### config.mk
export PLATFORM = sky130hd
export DESIGN_NAME = spwm_carrier_seq_flat
export DESIGN_NICKNAME = d
export VERILOG_FILES = /design/src/rtl/spwm_pkg.sv /design/src/rtl/spwm_carrier_seq_if.sv /design/src/rtl/spwm_dwell_timer.sv /design/src/rtl/spwm_carrier_seq.sv /design/src/flat_wrapper.sv
export SDC_FILE = /design/constraint.sdc
export NUM_CORES = 1
export LEC_CHECK = 0
export CAP_MARGIN = 40
export CORE_AREA = 4 4 90 92
export CTS_CLUSTER_DIAMETER = 150
export DETAILED_ROUTE_END_ITERATION = 7
export DIE_AREA = 0 0 94 96
export PLACE_DENSITY = 0.74
export SYNTH_ARGS = -nofsm -noshare
export SYNTH_HDL_FRONTEND = slang
export SYNTH_HIERARCHICAL = 1
export SYNTH_SLANG_ARGS = --single-unit
### constraint.sdc
create_clock -name clk -period 2.7 [get_ports clk]
set_clock_uncertainty 0.2 [all_clocks]
set_input_delay 0.675 -clock clk [delete_from_list [all_inputs] [get_ports clk]]
set_output_delay 0.675 -clock clk [all_outputs]
set_load 0.005 [all_outputs]
### src/rtl/spwm_pkg.sv
// Shared types and defaults for the SPWM carrier sequencer.
// The state encoding is common to the sequencer and anything that observes it.
package spwm_pkg;

  typedef enum logic [2:0] {
    IDLE,
    RISE,
    TOP,
    FALL,
    BOT
  } state_e;

  localparam int WIDTH_DEF = 15;
  localparam int PEAK_DEF  = 15358;
  localparam int DWELL_DEF = 2;
  localparam int NSTEP_DEF = 5;
  localparam int CW_DEF    = 4;

  // Modulo-n increment used for the completed-period counter.
  function automatic int wrap_inc(input int v, input int n);
    return (v + 1 >= n) ? 0 : v + 1;
  endfunction

endpackage

### src/rtl/spwm_carrier_seq_if.sv
// Peak reconfiguration port: valid/ready handshake carrying a new ramp peak.
interface spwm_carrier_seq_if #(
  parameter int WIDTH = 15
);
  logic             cfg_valid;
  logic [WIDTH-1:0] cfg_peak;
  logic             cfg_ready;

  modport master (output cfg_valid, output cfg_peak, input cfg_ready);
  modport slave  (input cfg_valid, input cfg_peak, output cfg_ready);
endinterface

### src/rtl/spwm_dwell_timer.sv
// Load/count-down timer; done is high once the loaded dwell has elapsed.
module spwm_dwell_timer #(
  parameter int DWELL = 2
) (
  input  logic clk,
  input  logic rst_n,
  input  logic load,
  input  logic en,
  output logic done
);

  localparam int TW = (DWELL > 1) ? $clog2(DWELL) : 1;

  logic [TW-1:0] cnt_q, cnt_d;

  // Loading DWELL-1 makes done assert in the DWELL-th cycle after the load.
  always_comb begin
    cnt_d = cnt_q;
    if (load) begin
      cnt_d = TW'(DWELL - 1);
    end else if (en && (cnt_q != '0)) begin
      cnt_d = cnt_q - TW'(1);
    end
  end

  always_ff @(posedge clk or negedge rst_n) begin
    if (!rst_n) begin
      cnt_q <= '0;
    end else begin
      cnt_q <= cnt_d;
    end
  end

  assign done = (cnt_q == '0);

endmodule

### src/rtl/spwm_carrier_seq.sv
// Triangular carrier sequencer: steers an external inc/dec counter pair, muxes their
// counts onto one carrier bus, dwells at the extremes and emits a step every NSTEP periods.
module spwm_carrier_seq
  import spwm_pkg::*;
#(
  parameter int WIDTH = WIDTH_DEF,
  parameter int PEAK  = PEAK_DEF,
  parameter int DWELL = DWELL_DEF,
  parameter int NSTEP = NSTEP_DEF,
  parameter int CW    = CW_DEF
) (
  input  logic             clk,
  input  logic             rst_n,
  input  logic             run,
  input  logic [WIDTH-1:0] cnt_inc,
  input  logic [WIDTH-1:0] cnt_dec,
  spwm_carrier_seq_if.slave cfg,
  output logic             en_inc,
  output logic             en_dec,
  output logic [WIDTH-1:0] carrier,
  output logic             at_top,
  output logic             at_bot,
  output logic             step,
  output logic [CW-1:0]    period_cnt
);

  state_e           state_q, state_d;
  logic             en_inc_q, en_inc_d, en_dec_q, en_dec_d;
  logic [WIDTH-1:0] carrier_q, carrier_d, peak_q, peak_d;
  logic             at_top_q, at_top_d, at_bot_q, at_bot_d;
  logic             step_q, step_d, cfg_ready_q, cfg_ready_d;
  logic [CW-1:0]    period_q, period_d;
  logic             dwell_load, dwell_done, cfg_fire;

  spwm_dwell_timer #(.DWELL(DWELL)) u_dwell (
    .clk  (clk),
    .rst_n(rst_n),
    .load (dwell_load),
    .en   ((state_q == TOP) || (state_q == BOT)),
    .done (dwell_done)
  );

  assign cfg_fire = cfg.cfg_valid && cfg_ready_q;

  // Ready is only ever high in IDLE/BOT, so a new peak can never disturb a ramp in flight.
  always_comb begin
    state_d    = state_q;
    en_inc_d   = en_inc_q;
    en_dec_d   = en_dec_q;
    carrier_d  = carrier_q;
    peak_d     = peak_q;
    period_d   = period_q;
    step_d     = 1'b0;
    dwell_load = 1'b0;
    if (cfg_fire) begin
      peak_d = (cfg.cfg_peak == '0) ? WIDTH'(1) : cfg.cfg_peak;
    end
    case (state_q)
      IDLE: begin
        carrier_d = '0;
        if (run) begin
          state_d  = RISE;
          en_inc_d = 1'b1;
        end
      end
      RISE: begin
        carrier_d = cnt_inc;
        // >= rather than == so an incrementer that overshoots still terminates the ramp
        if (cnt_inc >= peak_q) begin
          state_d    = TOP;
          en_inc_d   = 1'b0;
          carrier_d  = peak_q;
          dwell_load = 1'b1;
        end
      end
      TOP: begin
        carrier_d = peak_q;
        if (dwell_done) begin
          state_d  = FALL;
          en_dec_d = 1'b1;
        end
      end
      FALL: begin
        carrier_d = cnt_dec;
        if (cnt_dec == '0) begin
          state_d    = BOT;
          en_dec_d   = 1'b0;
          carrier_d  = '0;
          dwell_load = 1'b1;
          period_d   = CW'(wrap_inc(int'(period_q), NSTEP));
          step_d     = (wrap_inc(int'(period_q), NSTEP) == 0);
        end
      end
      BOT: begin
        carrier_d = '0;
        if (dwell_done) begin
          if (run) begin
            state_d  = RISE;
            en_inc_d = 1'b1;
          end else begin
            state_d = IDLE;
          end
        end
      end
      default: begin
        state_d   = IDLE;
        en_inc_d  = 1'b0;
        en_dec_d  = 1'b0;
        carrier_d = '0;
      end
    endcase
    at_top_d    = (state_d == TOP);
    at_bot_d    = (state_d == BOT);
    cfg_ready_d = (state_d == IDLE) || (state_d == BOT);
  end

  always_ff @(posedge clk or negedge rst_n) begin
    if (!rst_n) begin
      state_q     <= IDLE;
      en_inc_q    <= 1'b0;
      en_dec_q    <= 1'b0;
      carrier_q   <= '0;
      peak_q      <= WIDTH'(PEAK);
      period_q    <= '0;
      at_top_q    <= 1'b0;
      at_bot_q    <= 1'b0;
      step_q      <= 1'b0;
      cfg_ready_q <= 1'b0;
    end else begin
      state_q     <= state_d;
      en_inc_q    <= en_inc_d;
      en_dec_q    <= en_dec_d;
      carrier_q   <= carrier_d;
      peak_q      <= peak_d;
      period_q    <= period_d;
      at_top_q    <= at_top_d;
      at_bot_q    <= at_bot_d;
      step_q      <= step_d;
      cfg_ready_q <= cfg_ready_d;
    end
  end

  assign en_inc        = en_inc_q;
  assign en_dec        = en_dec_q;
  assign carrier       = carrier_q;
  assign at_top        = at_top_q;
  assign at_bot        = at_bot_q;
  assign step          = step_q;
  assign period_cnt    = period_q;
  assign cfg.cfg_ready = cfg_ready_q;

  a_no_overlap: assert property (@(posedge clk) disable iff (!rst_n) !(en_inc_q && en_dec_q));

endmodule
### src/flat_wrapper.sv
// flat-port wrapper written by rule: the top's interface ports become plain ports
module spwm_carrier_seq_flat import spwm_pkg::*;
#(
  parameter int WIDTH = WIDTH_DEF,
  parameter int PEAK  = PEAK_DEF,
  parameter int DWELL = DWELL_DEF,
  parameter int NSTEP = NSTEP_DEF,
  parameter int CW    = CW_DEF
)
  (clk, rst_n, run, cnt_inc, cnt_dec, en_inc, en_dec, carrier, at_top, at_bot, step, period_cnt, cfg_cfg_valid, cfg_cfg_peak, cfg_cfg_ready);
  spwm_carrier_seq_if #(.WIDTH(WIDTH)) cfg_i ();
  input  logic clk;
  input  logic rst_n;
  input  logic run;
  input  logic [WIDTH-1:0] cnt_inc;
  input  logic [WIDTH-1:0] cnt_dec;
  output logic en_inc;
  output logic en_dec;
  output logic [WIDTH-1:0] carrier;
  output logic at_top;
  output logic at_bot;
  output logic step;
  output logic [CW-1:0] period_cnt;
  input wire logic [$bits(cfg_i.cfg_valid)-1:0] cfg_cfg_valid;
  input wire logic [$bits(cfg_i.cfg_peak)-1:0] cfg_cfg_peak;
  output wire logic [$bits(cfg_i.cfg_ready)-1:0] cfg_cfg_ready;
  assign cfg_i.cfg_valid = cfg_cfg_valid;
  assign cfg_i.cfg_peak = cfg_cfg_peak;
  assign cfg_cfg_ready = cfg_i.cfg_ready;
  spwm_carrier_seq #(.WIDTH(WIDTH), .PEAK(PEAK), .DWELL(DWELL), .NSTEP(NSTEP), .CW(CW)) u_core (.clk(clk), .rst_n(rst_n), .run(run), .cnt_inc(cnt_inc), .cnt_dec(cnt_dec), .cfg(cfg_i), .en_inc(en_inc), .en_dec(en_dec), .carrier(carrier), .at_top(at_top), .at_bot(at_bot), .step(step), .period_cnt(period_cnt));
endmodule
==> out/summary.txt, run 1 <==
status = finished, final reports clean
beginning of the worst register-to-register path = u_core/peak_q[6]
FF-to-FF setup slack = 0.14 ns
remaining global-route overflow = 0
CTS tree = built
DRC viols = 0
initial antenna violation count = 0
WS Path Type = input port to flop
Period minus WS final = 2.608 ns
Worst EP arrival = 2.59 ns
htree depth = 2
Max-Cap Viols = 0
Req. time, crit path = 2.68 ns
slew margin rel. = 64.75%
final setup vio count = 0
DR vias = 2,168
boundary pin count = 74
Pwr Density = 930.0 nW/um^2
commonest non-fill, non-tap cells in the layout = clkdlybuf4s50_1 (59), inv_1 (32), dfrtp_1 (32), buf_4 (28), nand2_1 (23)
Fill cells = 646
post-route cell area = 3756 um^2
initial core utilization = 34.69%
DIE AREA = 9024 um^2
synthesis-stage register bit count = 44
share of flip-flops with an asynchronous set or reset = 100.0%
synthesized net count = 309
CTS max path bufs = 2
min-delay worst type = flop to flop
Worst-Skew Late Latency = 0.30 ns
Placed Area = 3443 um^2
Slew @ Worst Pin = 0.5247 ns
Worst VDD drop = 0.4002 mV
dpl hpwl = 5152 um
CP Max Fanout = 7
Yosys warning total = 6
Max Clock Freq = 0.3834 GHz
CORE AREA = 7214 um^2
fin util = 52.06%
Setup crit end kind = flop
Post-synth EDFFs = 0
# clock sinks = 44
Pleak = 1.725 nW
most common cell after layout, fill and taps aside = clkdlybuf4s50_1
mapped cell area = 2502 um^2
Tot Pwr = 3.493 mW
HP Start = u_core/en_dec
Iteration-0 DRC Markers = 85
ys flop type = dfrtp_1
per-cell routed wire length = 14.99 um
global-route wire length before repair = 10,680 um
Die W = 94 um
DR pass1 iterations = 4
WHS Endpoint = u_core/en_dec
Final Wtd Congestion = 0.8291
largest net degree at the start of global routing = 40
Num CTS Buffers = 5
sequential-to-total area share from yosys stat = 44.60%
proportion of layout cells with a drive suffix above 1 = 27.87%
RSZ-0062 raised after global routing = no
final WL = 6699 um
Post-Syn Area per Cell = 10.26 um^2
worst reg2reg path depth = 9
reg-to-reg endpoint = u_core/carrier[5]
Critical Path Source Type = input port
count of different cell masters after synthesis = 43
Reg clk slew, reported paths = 0.08 ns
vias in the first global route = 2,273
Layout area overhead = 50.10%
die height = 96 um
antenna-violating nets left = 0
Vias/cell = 4.850
CTS root buf = clkbuf_8
# rows = 31
Buffers on Ports = 73
Hold WS = 0.3292 ns
n_diodes = 0
final net count = 412
Setup TNS = 0 ns
Slew Viols, Final = 0
post-synthesis cell count = 244
hold depth = 2
total track usage = 15.30%
Hold Fails Final Rpt = 0
Final period util = 96.61%
## timing repair
item	4_1_cts	5_1_grt
gates resized for setup	21	15
cloned	0	0
hold endpoints to repair	5	0
pin swaps	15	8
hold buffers	1	0
setup buffers	12	1
endpoints found under the setup margin	19	14
## cell families (layout without fill, tap and decap cells)
logic type | count (synthesis) | in the layout | synth area share (%)
xor gates and xnor gates | 1 | 1 | 0.3501
DFF | 44 | 44 | 44.60
adders and majority gates | 16 | 16 | 8.000
and+or+nand+nor | 76 | 76 | 15.75
buffers and inverters | 44 | 148 | 7.649
muxes | 16 | 16 | 7.150
AOI/OAI and AO/OA | 47 | 47 | 16.50
## critical path, stage by stage
cell and delay (ns):
clkdlybuf4s15_1 0.17, inv_2 0.04, ha_1 0.27, nand2b_4 0.11, a211oi_2 0.05, o311a_1 0.37
o41ai_4 0.42, or3_4 0.23, buf_8 0.14, o221ai_2 0.10
## metal layers
| layer | track usage (%) | up-vias | wire length [um] |
|---|---|---|---|
| met1 | 19.60 | 1041 | 2941 |
| met2 | 26.08 | 63 | 3316 |
| met5 | 0 | - | 0 |
| met4 | 4.693 | 0 | 81 |
| met3 | 3.049 | 9 | 359 |
| li1 | - | 1055 | - |
## worst max path at each step
| stage | depth (start not counted) | slack, ns | endpoint | startpoint |
|---|---|---|---|---|
| 2_1_floorplan | 10 | 0.03 | u_core/carrier[3] | cnt_inc[0] |
| 3_5_place_dp | 10 | -0.56 | u_core/carrier[2] | cnt_inc[0] |
| 4_1_cts | 8 | 0.04 | u_core/carrier[5] | cnt_inc[2] |
| 5_1_grt | 9 | 0.002 | u_core/carrier[6] | cnt_inc[11] |
| 6_report | 10 | 0.09 | u_core/carrier[5] | cnt_inc[0] |
| 3_3_place_gp | 10 | -0.49 | u_core/carrier[4] | cnt_inc[0] |
## per-stage QoR
step | setup slack [ns] | instances
CTS | 0.04350 | 446
global placement | -0.4922 | 425
finish | 0.09155 | 447
detailed placement | -0.5605 | 425
floorplan | 0.02964 | 244
global route | 0.001814 | 447
## synth_stat cells (all sizes together), types with 9 or more instances
cell    instances  area share (%)
nand2b         19             5.0
mux2           15             6.7
o21ai          10             2.0
dfstp          12              13
nand2          24             3.6
inv            34             5.1
dfrtp          32              32
a21oi           9             1.8
o221ai         15             7.3
nor2           10             1.5
ha             16             8.0
## registers in the layout, summed over array words and instances (netlist names)
| signal | flops |
|---|---|
| u_core/carrier | 15 |
| u_core/peak_q | 15 |
| u_core/period_cnt | 4 |
| u_core/state_q | 3 |
| u_core/at_bot | 1 |
| u_core/at_top | 1 |
| u_core/cfg.cfg_ready | 1 |
| u_core/en_dec | 1 |
| u_core/en_inc | 1 |
| u_core/step | 1 |
| u_core/u_dwell/cnt_q | 1 |
## area by class of cell
| type | instances | area (um^2) | share of cell area [%] |
|---|---|---|---|
| multi-input combinational | 156 | 1296 | 34.51 |
| clock buffer | 7 | 76.32 | 2.032 |
| clock inverter | 1 | 5.005 | 0.1332 |
| sequential | 44 | 1116 | 29.71 |
| tap | 99 | 123.9 | 3.298 |
| timing repair buffer | 106 | 1011 | 26.92 |
| inverter | 34 | 127.6 | 3.398 |
## power by group
part           internal, mW  switching, mW  leakage, nW  total [mW]
sequential            0.995          0.204        0.521        1.20
clock                 0.182          0.220       0.0422       0.402
combinational          1.04          0.848         1.16        1.89
total                  2.22           1.27         1.72        3.49
(Power assumes the default switching activity.)
==> run 2, diff against run 1 <==
--- a/config.mk
+++ b/config.mk
@@ -10,6 +10,7 @@
 export CTS_CLUSTER_DIAMETER = 150
 export DETAILED_ROUTE_END_ITERATION = 7
 export DIE_AREA = 0 0 94 96
+export GPL_TIMING_DRIVEN = 0
 export PLACE_DENSITY = 0.74
 export SYNTH_ARGS = -nofsm -noshare
 export SYNTH_HDL_FRONTEND = slang
==> out/summary.txt, run 2 (synthesis gave the netlist of run 1 again) <==
Slew @ Worst Pin = 0.5288 ns
total track usage = 15.08%
boundary pin count = 74
antenna-violating nets left = 0
die height = 96 um
final setup vio count = 0
# clock sinks = 44
initial core utilization = 34.69%
Worst-Skew Late Latency = 0.29 ns
CP top delay family = compound AO/OA/AOI/OAI gates
DR pass1 iterations = 4
CP Buf/Inv Count = 3
final worst slack = 0.01485 ns
CTS tree = built
Tot Pwr = 3.774 mW
final WL = 6849 um
Storage cell area = 1116 um^2
DIE AREA = 9024 um^2
Reg clk slew, reported paths = 0.09 ns
proportion of layout cells with a drive suffix above 1 = 24.11%
Num CTS Buffers = 5
crit path max-delay cell type = o41ai_4
Fill cells = 653
per-cell routed wire length = 15.74 um
Setup crit end kind = flop
Final period util = 99.45%
Worst EP arrival = 2.70 ns
Iteration-0 DRC Markers = 132
Final Wtd Congestion = 0.7932
Hold Fails Final Rpt = 0
final net count = 400
DRC viols = 0
htree depth = 2
Setup WS pre-CTS = -0.6647 ns
slew margin rel. = 64.75%
non-filler instance count after layout = 435
Period minus WS final = 2.685 ns
n_diodes = 0
most common cell after layout, fill and taps aside = clkdlybuf4s50_1
max incr delay on CP = 0.39 ns
Critical Path Source Type = input port
CTS max path bufs = 2
Max-Cap Viols = 0
CORE AREA = 7214 um^2
Max Clock Freq = 0.3724 GHz
WS Path Type = input port to flop
remaining global-route overflow = 0
Pleak = 1.639 nW
Setup TNS = 0 ns
DR vias = 2,127
multi-input combinational cell area = 1343 um^2
global-route wire length before repair = 10,470 um
Slew Viols, Final = 0
min-delay worst type = input port to asynchronous set/reset pin
fin util = 51.72%
CP cell instances = clkdlybuf4s15_1, ha_1, nand4_1, o311a_1, o41ai_4, buf_4, a21boi_4, clkbuf_16, o221ai_2
dpl hpwl = 5083 um
largest net degree at the start of global routing = 28
vias in the first global route = 2,060
Hold Buf Count CTS = 0
Pwr Density = 1011 nW/um^2
CP Max Fanout = 8
commonest non-fill, non-tap cells in the layout = clkdlybuf4s50_1 (57), dfrtp_1 (32), inv_1 (31), nand2_1 (22), nand2b_1 (18)
Req. time, crit path = 2.71 ns
Layout area overhead = 49.10%
Die W = 94 um
CTS root buf = clkbuf_8
Worst VDD drop = 0.4256 mV
# rows = 31
dpl cells = 417
status = finished, final reports clean
Vias/cell = 4.890
Buffers on Ports = 73
initial antenna violation count = 0
## run 2: cell types whose count changed in the layout (fill, tap and decap cells not counted), sizes merged
cell | previous run | this run
dlymetal6s2s | 6 | 0
bufinv | 0 | 1
clkbuf | 7 | 15
buf | 33 | 16
clkdlybuf4s50 | 59 | 57
dlygate4sd2 | 6 | 9
clkdlybuf4s15 | 1 | 3
dlygate4sd3 | 1 | 0
## run 2: final cells by class
| class | instances | area share (%) |
|---|---|---|
| Clock inverter | 2 | 0.9390 |
| Inverter | 34 | 3.421 |
| Clock buffer | 6 | 1.945 |
| Multi-Input combinational cell | 156 | 35.98 |
| Timing Repair Buffer | 84 | 22.40 |
| Sequential cell | 44 | 29.91 |
| Tap cell | 99 | 3.320 |
| Buffer | 10 | 2.079 |
## run 2: power breakdown
group / internal (mW) / switching [mW] / leakage [nW]
clock: 0.275 / 0.228 / 0.0552
combinational: 1.15 / 0.986 / 1.06
sequential: 0.993 / 0.143 / 0.521
total: 2.42 / 1.36 / 1.64
## run 2: metrics by stage
| step | instance area, um^2 | hold WS [ns] |
|---|---|---|
| 2_1_floorplan | 2502 | 0.1794 |
| 3_3_place_gp | 3357 | 0.3057 |
| 3_5_place_dp | 3372 | 0.3210 |
| 4_1_cts | 3616 | 0.1223 |
| 5_1_grt | 3731 | 0.1328 |
| 6_report | 3731 | 0.1065 |
## run 2: layer usage
layer | global-route usage [%] | part of all wire, % | vias up
li1 | - | - | 1034
met1 | 20.27 | 45 | 1032
met2 | 25.07 | 49 | 56
met3 | 3.675 | 5.2 | 5
met4 | 2.527 | 0.53 | 0
met5 | 0 | 0 | -
## run 2: what timing repair did
action | CTS | global route
cloned | 1 | 1
setup endpoints to repair | 20 | 15
resized for setup | 33 | 19
buffers inserted | 4 | 4
pin swaps | 20 | 14
## run 2: final timing paths
kind,cells past startpoint,startpoint,slack [ns],end
min in group clk,2,u_core/en_dec,0.33,u_core/en_dec
max,9,cnt_inc[5],0.01,u_core/carrier[9]
max reg2reg,9,u_core/peak_q[4],0.02,u_core/carrier[9]
min reg2reg,2,u_core/en_dec,0.33,u_core/en_dec
max in group asynchronous,2,rst_n,1.63,u_core/peak_q[9]
min,1,rst_n,0.11,u_core/at_bot
## run 2: worst register-to-register path: stages (launching register included)
cell and delay, ns:
dfstp_2 0.55, inv_1 0.07, ha_4 0.27, nand4_1 0.11, o311a_1 0.36, o41ai_4 0.39
buf_4 0.19, a21boi_4 0.12, clkbuf_16 0.20, o221ai_2 0.14
==> run 3, diff against run 2 <==
--- a/config.mk
+++ b/config.mk
@@ -12,6 +12,7 @@
 export DIE_AREA = 0 0 94 96
 export GPL_TIMING_DRIVEN = 0
 export PLACE_DENSITY = 0.74
+export SKIP_CTS_REPAIR_TIMING = 1
 export SYNTH_ARGS = -nofsm -noshare
 export SYNTH_HDL_FRONTEND = slang
 export SYNTH_HIERARCHICAL = 1
==> out/summary.txt, run 3 (synthesis gave the netlist of run 1 again) <==
DRC viols = 0
die height = 96 um
Slew @ Worst Pin = 0.5015 ns
CP cell instances = inv_1, ha_4, nand4_1, o311a_1, o41ai_4, buf_4, a21boi_4, buf_8, o221ai_1
Layout area overhead = 49.45%
initial core utilization = 34.69%
n_diodes = 0
Worst-Skew Late Latency = 0.29 ns
DIE AREA = 9024 um^2
Critical Path Source Type = flop
final setup vio count = 0
Hold Fails Final Rpt = 0
Max-Cap Viols = 0
slew margin rel. = 66.57%
Hold WS = 0.1040 ns
# clock sinks = 44
htree depth = 2
Worst VDD drop = 0.3947 mV
fin util = 51.84%
Buffers on Ports = 73
dpl hpwl = 5083 um
Pleak = 1.738 nW
Setup WS pre-CTS = -0.6647 ns
Reg clk slew, reported paths = 0.09 ns
CP top delay family = compound AO/OA/AOI/OAI gates
DR pass1 iterations = 5
boundary pin count = 74
global-route wire length before repair = 10,070 um
WS Path Type = flop to flop
min-delay worst type = input port to asynchronous set/reset pin
final WL = 7090 um
CORE AREA = 7214 um^2
Die W = 94 um
remaining global-route overflow = 0
Iteration-0 DRC Markers = 126
Num CTS Buffers = 5
proportion of layout cells with a drive suffix above 1 = 22.59%
initial antenna violation count = 0
max incr delay on CP = 0.56 ns
CTS root buf = clkbuf_8
final worst slack = 0.02026 ns
largest net degree at the start of global routing = 28
Vias/cell = 4.972
per-cell routed wire length = 16.45 um
CP Buf/Inv Count = 3
# rows = 31
commonest non-fill, non-tap cells in the layout = clkdlybuf4s50_1 (57), inv_1 (32), dfrtp_1 (32), nand2_1 (22), nand2b_1 (18)
Final Wtd Congestion = 0.7932
Max Clock Freq = 0.3732 GHz
Final period util = 99.25%
Worst EP arrival = 2.68 ns
CP Max Fanout = 8
Pwr Density = 988.4 nW/um^2
final net count = 396
Placed Area = 3372 um^2
post-route cell area = 3740 um^2
Tot Pwr = 3.696 mW
total track usage = 14.44%
vias in the first global route = 2,011
Period minus WS final = 2.680 ns
Req. time, crit path = 2.70 ns
Setup crit end kind = flop
most common cell after layout, fill and taps aside = clkdlybuf4s50_1
status = finished, final reports clean
Slew Viols, Final = 0
CTS tree = built
CTS max path bufs = 2
DR vias = 2,143
crit path max-delay cell type = dfstp_2
antenna-violating nets left = 0
[run 3: cell types whose count changed in the layout (fill, tap and decap cells not counted), moves of 2 or more]
cell,previous run,this run
buf_4,7,3
dlygate4sd2_1,9,0
o221ai_2,8,6
clkdlybuf4s15_1,3,0
ha_2,0,2
ha_1,10,8
clkbuf_2,2,0
dlymetal6s2s_1,0,15
o221ai_1,4,7
[run 3: final timing paths]
path / from / to / slack (ns) / depth (start not counted)
max in group asynchronous: rst_n / u_core/peak_q[9] / 1.63 / 2
worst min register to register: u_core/en_dec / u_core/en_dec / 0.33 / 2
min in group clk: u_core/en_dec / u_core/en_dec / 0.33 / 2
worst max register to register: u_core/peak_q[6] / u_core/carrier[2] / 0.02 / 9
worst max-delay path: u_core/peak_q[6] / u_core/carrier[2] / 0.02 / 9
worst min-delay path: rst_n / u_core/at_bot / 0.10 / 1
[run 3: layer usage]
layer / GRT usage, % / up-vias / wire length, um
met5: 0 / - / 0
met4: 2.888 / 0 / 65
met3: 3.753 / 6 / 360
met2: 23.54 / 62 / 3552
met1: 19.49 / 1054 / 3112
li1: - / 1021 / -
[run 3: through the flow]
| stage | setup TNS (ns) | cells |
|---|---|---|
| after floorplan | 0 | 244 |
| after global placement | -25.15 | 416 |
| after detailed placement | -11.79 | 417 |
| after CTS | -5.395 | 425 |
| after global routing | -0.005187 | 431 |
| final | 0 | 431 |
[run 3: worst reg2reg max path, stage by stage, from the launching register on]
cell      delay, ns
dfstp_2        0.56
inv_1          0.07
ha_4           0.28
nand4_1        0.10
o311a_1        0.42
o41ai_4        0.31
buf_4          0.19
a21boi_4       0.11
buf_8          0.18
o221ai_1       0.17
[run 3: area by class of cell]
| cell class | count | area [um^2] |
|---|---|---|
| Clock inverter | 2 | 35.03 |
| Tap cell | 99 | 123.9 |
| Buffer | 10 | 72.57 |
| Inverter | 34 | 127.6 |
| Multi-Input combinational cell | 156 | 1331 |
| Clock buffer | 6 | 72.57 |
| Timing Repair Buffer | 80 | 860.8 |
| Sequential cell | 44 | 1116 |
| Fill cell | 661 | 3475 |
[run 3: report_power, final]
part           total (mW)  internal [mW]  switching, mW
combinational        2.06           1.08          0.974
clock               0.504          0.275          0.229
sequential           1.14          0.994          0.143
total                3.70           2.35           1.35
